### src/rtl/isqrt_pkg.sv
// isqrt_pkg: width constants and a reference integer square root
//   ISQRT_X_W  radicand width
//   ISQRT_Y_W  root width
//   isqrt_ref  floor(sqrt(x)) by binary search over the root range
package isqrt_pkg;
   localparam int ISQRT_X_W = 32;
   localparam int ISQRT_Y_W = 16;
   function automatic logic [ISQRT_Y_W-1:0] isqrt_ref(input logic [ISQRT_X_W-1:0] x);
      longint lo, hi, mid;
      lo = 0;
      hi = (longint'(1) << ISQRT_Y_W) - 1;
      for (int i = 0; i <= ISQRT_Y_W; i++) begin
         mid = (lo + hi + 1) / 2;
         if (lo < hi) begin
            if (mid * mid <= longint'(x)) lo = mid;
            else hi = mid - 1;
         end
      end
      return ISQRT_Y_W'(lo);
   endfunction
endpackage

### src/rtl/isqrt_stage.sv
// isqrt_stage: resolves ITER_PER_STAGE root bits starting at FIRST_BIT, then registers them
//   clk, rst       clock, synchronous active-high reset (valid only)
//   vld_i, vld_o   request valid in / registered out
//   x_i, x_o       radicand in / registered out
//   q_i, q_o       partial root in / registered out with this stage's bits resolved
module isqrt_stage import isqrt_pkg::*; #(
   parameter int ITER_PER_STAGE = 1,
   parameter int FIRST_BIT      = 15
) (
   input  logic                 clk,
   input  logic                 rst,
   input  logic                 vld_i,
   input  logic [ISQRT_X_W-1:0] x_i,
   input  logic [ISQRT_Y_W-1:0] q_i,
   output logic                 vld_o,
   output logic [ISQRT_X_W-1:0] x_o,
   output logic [ISQRT_Y_W-1:0] q_o
);
   logic                 vld_q;
   logic [ISQRT_X_W-1:0] x_q;
   logic [ISQRT_Y_W-1:0] q_q, q_d, cand;
   // cand fits 16 bits, so its 32-bit square never exceeds 0xFFFE_0001
   always_comb begin
      q_d  = q_i;
      cand = '0;
      for (int k = 0; k < ITER_PER_STAGE; k++) begin
         cand = q_d | (ISQRT_Y_W'(1) << (FIRST_BIT - k));
         q_d  = (ISQRT_X_W'(cand) * ISQRT_X_W'(cand) <= x_i) ? cand : q_d;
      end
   end
   always_ff @(posedge clk) begin
      vld_q <= rst ? 1'b0 : vld_i;
      x_q   <= x_i;
      q_q   <= q_d;
   end
   assign vld_o = vld_q;
   assign x_o   = x_q;
   assign q_o   = q_q;
endmodule

### src/rtl/isqrt_pipe.sv
// isqrt_pipe: pipelined floor(sqrt(x)), one request per clock, fixed latency 16/ITER_PER_STAGE
//   clk, rst  clock, synchronous active-high reset
//   x_vld, x  request valid and 32-bit radicand
//   y_vld, y  registered one-cycle result valid and 16-bit root
module isqrt_pipe import isqrt_pkg::*; #(
   parameter int ITER_PER_STAGE = 1
) (
   input  logic                 clk,
   input  logic                 rst,
   input  logic                 x_vld,
   input  logic [ISQRT_X_W-1:0] x,
   output logic                 y_vld,
   output logic [ISQRT_Y_W-1:0] y
);
   localparam int LATENCY = ISQRT_Y_W / ITER_PER_STAGE;
   logic                 vld_w [0:LATENCY];
   logic [ISQRT_X_W-1:0] x_w   [0:LATENCY];
   logic [ISQRT_Y_W-1:0] q_w   [0:LATENCY];
   logic                 unused_x;
   assign vld_w[0] = x_vld;
   assign x_w[0]   = x;
   assign q_w[0]   = '0;
   for (genvar s = 0; s < LATENCY; s++) begin : g_stage
      isqrt_stage #(
         .ITER_PER_STAGE(ITER_PER_STAGE),
         .FIRST_BIT     (ISQRT_Y_W - 1 - s * ITER_PER_STAGE)
      ) u_stage (
         .clk  (clk),
         .rst  (rst),
         .vld_i(vld_w[s]),
         .x_i  (x_w[s]),
         .q_i  (q_w[s]),
         .vld_o(vld_w[s+1]),
         .x_o  (x_w[s+1]),
         .q_o  (q_w[s+1])
      );
   end
   // the last stage's radicand copy has no consumer
   assign unused_x = ^x_w[LATENCY];
   assign y_vld    = vld_w[LATENCY];
   assign y        = q_w[LATENCY];
endmodule

### config.mk
export PLATFORM = sky130hd
export DESIGN_NAME = isqrt_pipe
export DESIGN_NICKNAME = d
export VERILOG_FILES = /design/src/rtl/isqrt_pkg.sv /design/src/rtl/isqrt_stage.sv /design/src/rtl/isqrt_pipe.sv
export SDC_FILE = /design/constraint.sdc
export NUM_CORES = 2
export LEC_CHECK = 0
export ABC_AREA = 1
export BUFFER_PORTS_ARGS = -buffer_cell sky130_fd_sc_hd__buf_4
export CORE_ASPECT_RATIO = 0.6
export CORE_MARGIN = 1.5
export CORE_UTILIZATION = 60
export DETAILED_ROUTE_END_ITERATION = 10
export GPL_ROUTABILITY_DRIVEN = 0
export GPL_TIMING_DRIVEN = 0
export PLACE_DENSITY = 0.76
export SLEW_MARGIN = 10
export SYNTH_ARGS = -nofsm -noshare
export SYNTH_HDL_FRONTEND = slang
export SYNTH_SLANG_ARGS = --single-unit
### constraint.sdc
create_clock -name clk -period 9.1 [get_ports clk]
set_clock_uncertainty 0.2 [all_clocks]
set_input_delay 1.82 -clock clk [delete_from_list [all_inputs] [get_ports clk]]
set_output_delay 1.82 -clock clk [all_outputs]
set_load 0.02 [all_outputs]
## Yosys cells after proc, flatten, opt, wreduce, memory -nomap -nowiden

Index checks and enable logic that the tools add are counted.

| storage, ports and cells | value |
|---|---|
| bits in registers | 752 |
| input bits | 35 |
| word-level logic and storage cells | 94 |

| operators by class | value |
|---|---|
| multipliers | 15 |
| $lt $le $gt $ge | 16 |
| mux-type cells | 1 |

Operator list:

| cell | count |
|---|---|
| 32-bit <= comparator | 15 |
| 16-bit by 16-bit multiplier with 32-bit output | 15 |
| 31-bit by 32-bit <= comparator with 1-bit output, first input constant | 1 |
| 16-bit two-way mux | 1 |

## Depth between registers and ports, before layout

| logic depth | value |
|---|---|
| depth after elaboration | 2 |
| depth in mapped cells | 37 |
| depth with buffers taken out | 35 |

## Cells and area by module

A second synthesis with hierarchy kept.

| second synthesis, totals | value |
|---|---|
| cells, all modules | 20776 |
| area, all modules | 158141.7 µm² |

Modules (own cells, without submodules):

| module | times used | cells each | area each (µm²) | sequential area each (µm²) |
|---|---|---|---|---|
| isqrt_stage at g_stage[12].u_stage | 1 | 1319 | 9998.3 | 980.9 |
| isqrt_stage at g_stage[10].u_stage | 1 | 1332 | 9994.6 | 980.9 |
| isqrt_stage at g_stage[5].u_stage | 1 | 1320 | 9979.6 | 980.9 |
| isqrt_stage at g_stage[4].u_stage | 1 | 1308 | 9948.3 | 980.9 |
| isqrt_stage at g_stage[9].u_stage | 1 | 1309 | 9942.0 | 980.9 |
| isqrt_stage at g_stage[7].u_stage | 1 | 1298 | 9929.5 | 980.9 |
| isqrt_stage at g_stage[6].u_stage | 1 | 1304 | 9900.7 | 980.9 |
| isqrt_stage at g_stage[2].u_stage | 1 | 1300 | 9885.7 | 980.9 |
| isqrt_stage at g_stage[15].u_stage | 1 | 1300 | 9872.0 | 980.9 |
| isqrt_stage at g_stage[1].u_stage | 1 | 1301 | 9865.7 | 980.9 |
| isqrt_stage at g_stage[11].u_stage | 1 | 1307 | 9846.9 | 980.9 |
| isqrt_stage at g_stage[3].u_stage | 1 | 1262 | 9843.2 | 980.9 |
| isqrt_stage at g_stage[8].u_stage | 1 | 1297 | 9838.2 | 980.9 |
| isqrt_stage at g_stage[13].u_stage | 1 | 1286 | 9833.2 | 980.9 |
| +3 rows | n/a | n/a | n/a | n/a |

## Worst setup path before layout

OpenSTA, ideal clock, no wires.

| path | value |
|---|---|
| kind | register to register |
| start | register g_stage[12].u_stage.q_q[9] |
| end | register g_stage[13].u_stage.q_q[2] |
| setup time | 0.112 ns |
| arrival | 6.070 ns |
| data required time | 8.788 ns |
| setup slack | 2.718 ns |
| cell stages (with the launch flop) | 31 |
| path buffers | 1 |
| clock period less this slack | 6.382 ns |
| path through | dfxtp_1 -> clkbuf_1 -> nand2_1 -> fa_1 -> fa_1 -> inv_1 -> fa_1 -> inv_1 -> fa_1 -> inv_1 -> fa_1 -> inv_1 -> fa_1 -> inv_1 -> ha_1 -> nand2_1 -> inv_1 -> a21oi_2 -> nand2_2 -> nand2_1 -> nand3_1 -> nand2_1 -> nand2_1 -> ha_1 -> nand2_1 -> nor2_1 -> nand2_1 -> nor4_1 -> nand2_1 -> nand2_1 -> nand2_1 |

| on the way | value |
|---|---|
| word-level cells in the longest chain between the ends | 2 |

RTL lines:

| item | RTL line | RTL |
|---|---|---|
| start, declared | isqrt_stage.sv:21 | `logic [ISQRT_Y_W-1:0] q_q, q_d, cand;` |
| start signal, assigned | isqrt_stage.sv:34 | `q_q <= q_d;` |
| 16-bit by 16-bit multiplier with 32-bit output | isqrt_stage.sv:28 | `q_d = (ISQRT_X_W'(cand) * ISQRT_X_W'(cand) <= x_i) ? cand : q_d;` |
| 32-bit <= comparator | isqrt_stage.sv:28 |  |
| end signal, assigned | isqrt_stage.sv:34 |  |
| end, declared | isqrt_stage.sv:21 |  |

No other way between the ends.
A chain may end at the register's enable or synchronous reset.

## Final worst setup path

| path | value |
|---|---|
| start | register g_stage[14].u_stage.q_q[5] |
| end | register g_stage[15].u_stage.q_q[0] |

| on the way | value |
|---|---|
| word-level cells in the longest chain between the ends | 2 |

RTL lines:

| item | RTL line |
|---|---|
| start, declared | isqrt_stage.sv:21 |
| start signal, assigned | isqrt_stage.sv:34 |
| 16-bit by 16-bit multiplier with 32-bit output | isqrt_stage.sv:28 |
| 32-bit <= comparator | isqrt_stage.sv:28 |
| end signal, assigned | isqrt_stage.sv:34 |
| end, declared | isqrt_stage.sv:21 |

No other way between the ends.

==> impl_metrics.json <==
{
  "grt_max_degree": 19,
  "worstSetupPathType": "flop to flop",
  "clkSinkCount": 632,
  "num-fill-cells": 8613,
  "final.period_utilization_pct": 88.28,
  "cts_hold_buf": 0,
  "hold_start": "g_stage[9].u_stage.x_o[1]",
  "wl_met1_mm": 74.59,
  "routed_wl_mm": 156.3,
  "hp-class": "flop to flop",
  "cts_tree": "done",
  "synth_area_leaders": "fa_1 (25%), ha_1 (21%), dfxtp_1 (20%)",
  "crit_arrival_ns": 8.31,
  "drc": 0,
  "layout-drive-gt1-share_pct": 2.906,
  "synth_top_area_share_pct": 24.97,
  "die_h_um": 256.3,
  "max_stage_delay_ns": 0.85,
  "ctsResizeCount": 0,
  "numCtsBuffers": 54,
  "postRouteAntennaNets": 0,
  "rr_endpoint": "g_stage[15].u_stage.q_o[0]",
  "ff2ff_path_depth": 29,
  "io_buffers": 50,
  "drt_pass1_iterations": 8,
  "htreeDepth": 2,
  "synth_area_um2": 64140,
  "synth-main-ff-cell": "dfxtp_1",
  "synth_area_leader_cell": "fa_1",
  "worstPathRequired_ns": 9.37,
  "ff2ff_setup_slack_ns": 1.07,
  "grt_pass1_vias": 48330,
  "die_area_um2": 108900,
  "setup_violations": 0,
  "top_layer": "met5",
  "end_kind": "flop",
  "post_cts_buffers": 0,
  "finalMaxSlewViolations": 0,
  "yosysSeqAreaShare_pct": 19.73,
  "clk_latency_ns": 0.67,
  "tightestPinTransition_ns": 0.9565,
  "synth_edf_count": 0,
  "cts.path.max_buffers": 3,
  "ys_top_cells_by_count": "inv_1 (2106), nand2_1 (1530), ha_1 (1090)",
  "grt_use_total_pct": 29.52,
  "hpwl_mm": 133.2,
  "antenna_found_initial": 12,
  "diodes": 0,
  "timing.rr.start": "g_stage[14].u_stage.q_o[5]",
  "critical_path_peak_fanout": 10,
  "hold_path_depth": 0,
  "row_count": 92,
  "async_flop_share_pct": 0,
  "rsz0062_at_grt": "false",
  "cp-start-kind": "flop",
  "via_per_inst": 5.226,
  "grt_pass1_wl_mm": 254.9,
  "vias": 47830,
  "cpMostUsedCell": "nand2_1",
  "maxCapViolations": 0,
  "final_hold_viol_count": 0,
  "status": "finished, final reports clean",
  "design.core.area_um2": 105400,
  "avgSynthCellArea_um2": 8.443,
  "num-nets-final": 9628,
  "syn_nets": 9522,
  "synth-warning-count": 0,
  "synth.most_common_cell": "inv_1",
  "fin_crit_ns": 8.034,
  "wl_met3_mm": 17.51,
  "setup_tns_ns": 0,
  "syn_inst": 7597,
  "slew_headroom_pct": 35.65,
  "route.met2.wl_mm": 61.57,
  "area_growth_pct": 6.344,
  "ys_types": 48,
  "ys_ff_latch": 632,
  "start_util_pct": 60.83,
  "die_x_um": 425.1,
  "grt-ovfl-total": 0,
  "io_pins": 52,
  "min_to": "g_stage[10].u_stage.x_o[1]",
  "root_buffer": "clkbuf_16",
  "routedWlPerCell_um": 17.07,
  "critPathSlowestCell": "dfxtp_1",
  "drt_iter0_drc": 4302,
  "fmax_mhz": 124.5,
  "clk_pin_slew_ns": 0.07
}
[final cells by class]
cell class | instances | area, µm² | area share (%)
Buffer | 120 | 456.7 | 0.6696
Clock buffer | 68 | 1504 | 2.205
Clock inverter | 27 | 425.4 | 0.6237
Inverter | 2109 | 7916 | 11.61
Multi-Input combinational cell | 4736 | 43110 | 63.21
Sequential cell | 632 | 12650 | 18.55
Tap cell | 1410 | 1764 | 2.586
Timing Repair Buffer | 50 | 375.4 | 0.5503
[metrics by stage]
stage	hold slack (ns)	cell area, µm²	utilization, %	setup slack (ns)	instances
CTS	0.1259	68210	64.69	1.208	9152
detailed placement	0.1349	66280	62.86	1.231	9057
global route	0.1324	68210	64.69	0.7016	9152
global placement	0.1357	66280	62.86	1.339	9057
floorplan	0.1290	64140	-	2.718	7597
finish	0.1385	68210	64.69	1.066	9152
[sequential cells by signal, indices dropped and copies added (netlist names)]
signal	count
g_stage.u_stage.x_o	480
g_stage.u_stage.q_o	136
g_stage.u_stage.vld_o	16
[cell usage in the layout (no fill, tap or decap), types with 4 or more instances in the layout]
cell / synthesis / routed
buf_2: 4 / 4
o21ai_0: 83 / 83
nand3_1: 172 / 172
clkbuf_16: 0 / 54
nor4b_1: 4 / 4
nor2_1: 269 / 269
mux2_2: 7 / 7
nor4_1: 52 / 52
a31oi_1: 5 / 5
ha_1: 1090 / 1090
clkbuf_1: 115 / 119
o21bai_1: 16 / 16
inv_1: 2106 / 2106
nand3b_1: 9 / 9
a21o_1: 17 / 17
dfxtp_1: 632 / 632
clkinv_4: 0 / 4
nand2_2: 11 / 11
or2_2: 19 / 19
clkbuf_8: 0 / 10
and2_1: 7 / 7
inv_6: 0 / 5
nand2_1: 1530 / 1530
nor3_2: 5 / 5
nor2_2: 16 / 16
fa_1: 800 / 800
nor3b_1: 5 / 5
xnor2_1: 86 / 86
buf_4: 0 / 50
o21a_1: 13 / 13
xor2_1: 146 / 146
nor3_1: 19 / 19
a21oi_1: 255 / 255
nand3_2: 9 / 9
o31ai_1: 4 / 4
bufinv_16: 0 / 6
nand4_1: 63 / 63
[per-layer routing]
layer / track usage [%] / vias to the layer above
met5: 0 / -
met4: 4.841 / 2
met3: 6.714 / 201
met2: 41.47 / 1945
met1: 46.41 / 22760
li1: - / 22920
[worst max-delay path by stage]
stage | from | end | slack, ns
after floorplan | g_stage[12].u_stage.q_o[9] | g_stage[13].u_stage.q_o[2] | 2.72
after global placement | g_stage[14].u_stage.q_o[9] | g_stage[15].u_stage.q_o[0] | 1.34
after detailed placement | g_stage[14].u_stage.q_o[6] | g_stage[15].u_stage.q_o[0] | 1.23
after CTS | g_stage[14].u_stage.q_o[6] | g_stage[15].u_stage.q_o[0] | 1.21
after global routing | g_stage[14].u_stage.q_o[5] | g_stage[15].u_stage.q_o[0] | 0.70
final | g_stage[14].u_stage.q_o[5] | g_stage[15].u_stage.q_o[0] | 1.07
[worst max-delay path: cells and delay by family (launching register included)]
family,cells,cell delay (ns)
fa+ha+maj,8,3.91
buf+inv,5,0.85
simple gates,15,1.81
flops,1,0.85
compound gates,1,0.25
[logic make-up after synthesis]
family                   count (synthesis)  share of synthesized area [%]
flip-flops                             632                          19.73
multiplexers                             7                         0.1229
XOR/XNOR                               232                          3.168
buffers and inverters                 2229                          13.05
AND/OR/NAND/NOR                       2195                          14.17
AO/OA/AOI/OAI                          412                          3.523
adder cells (fa/ha/maj)               1890                          46.23
Power is not shown: default switching activity piles up to over one toggle a cycle in this logic, so the estimate is an artifact.
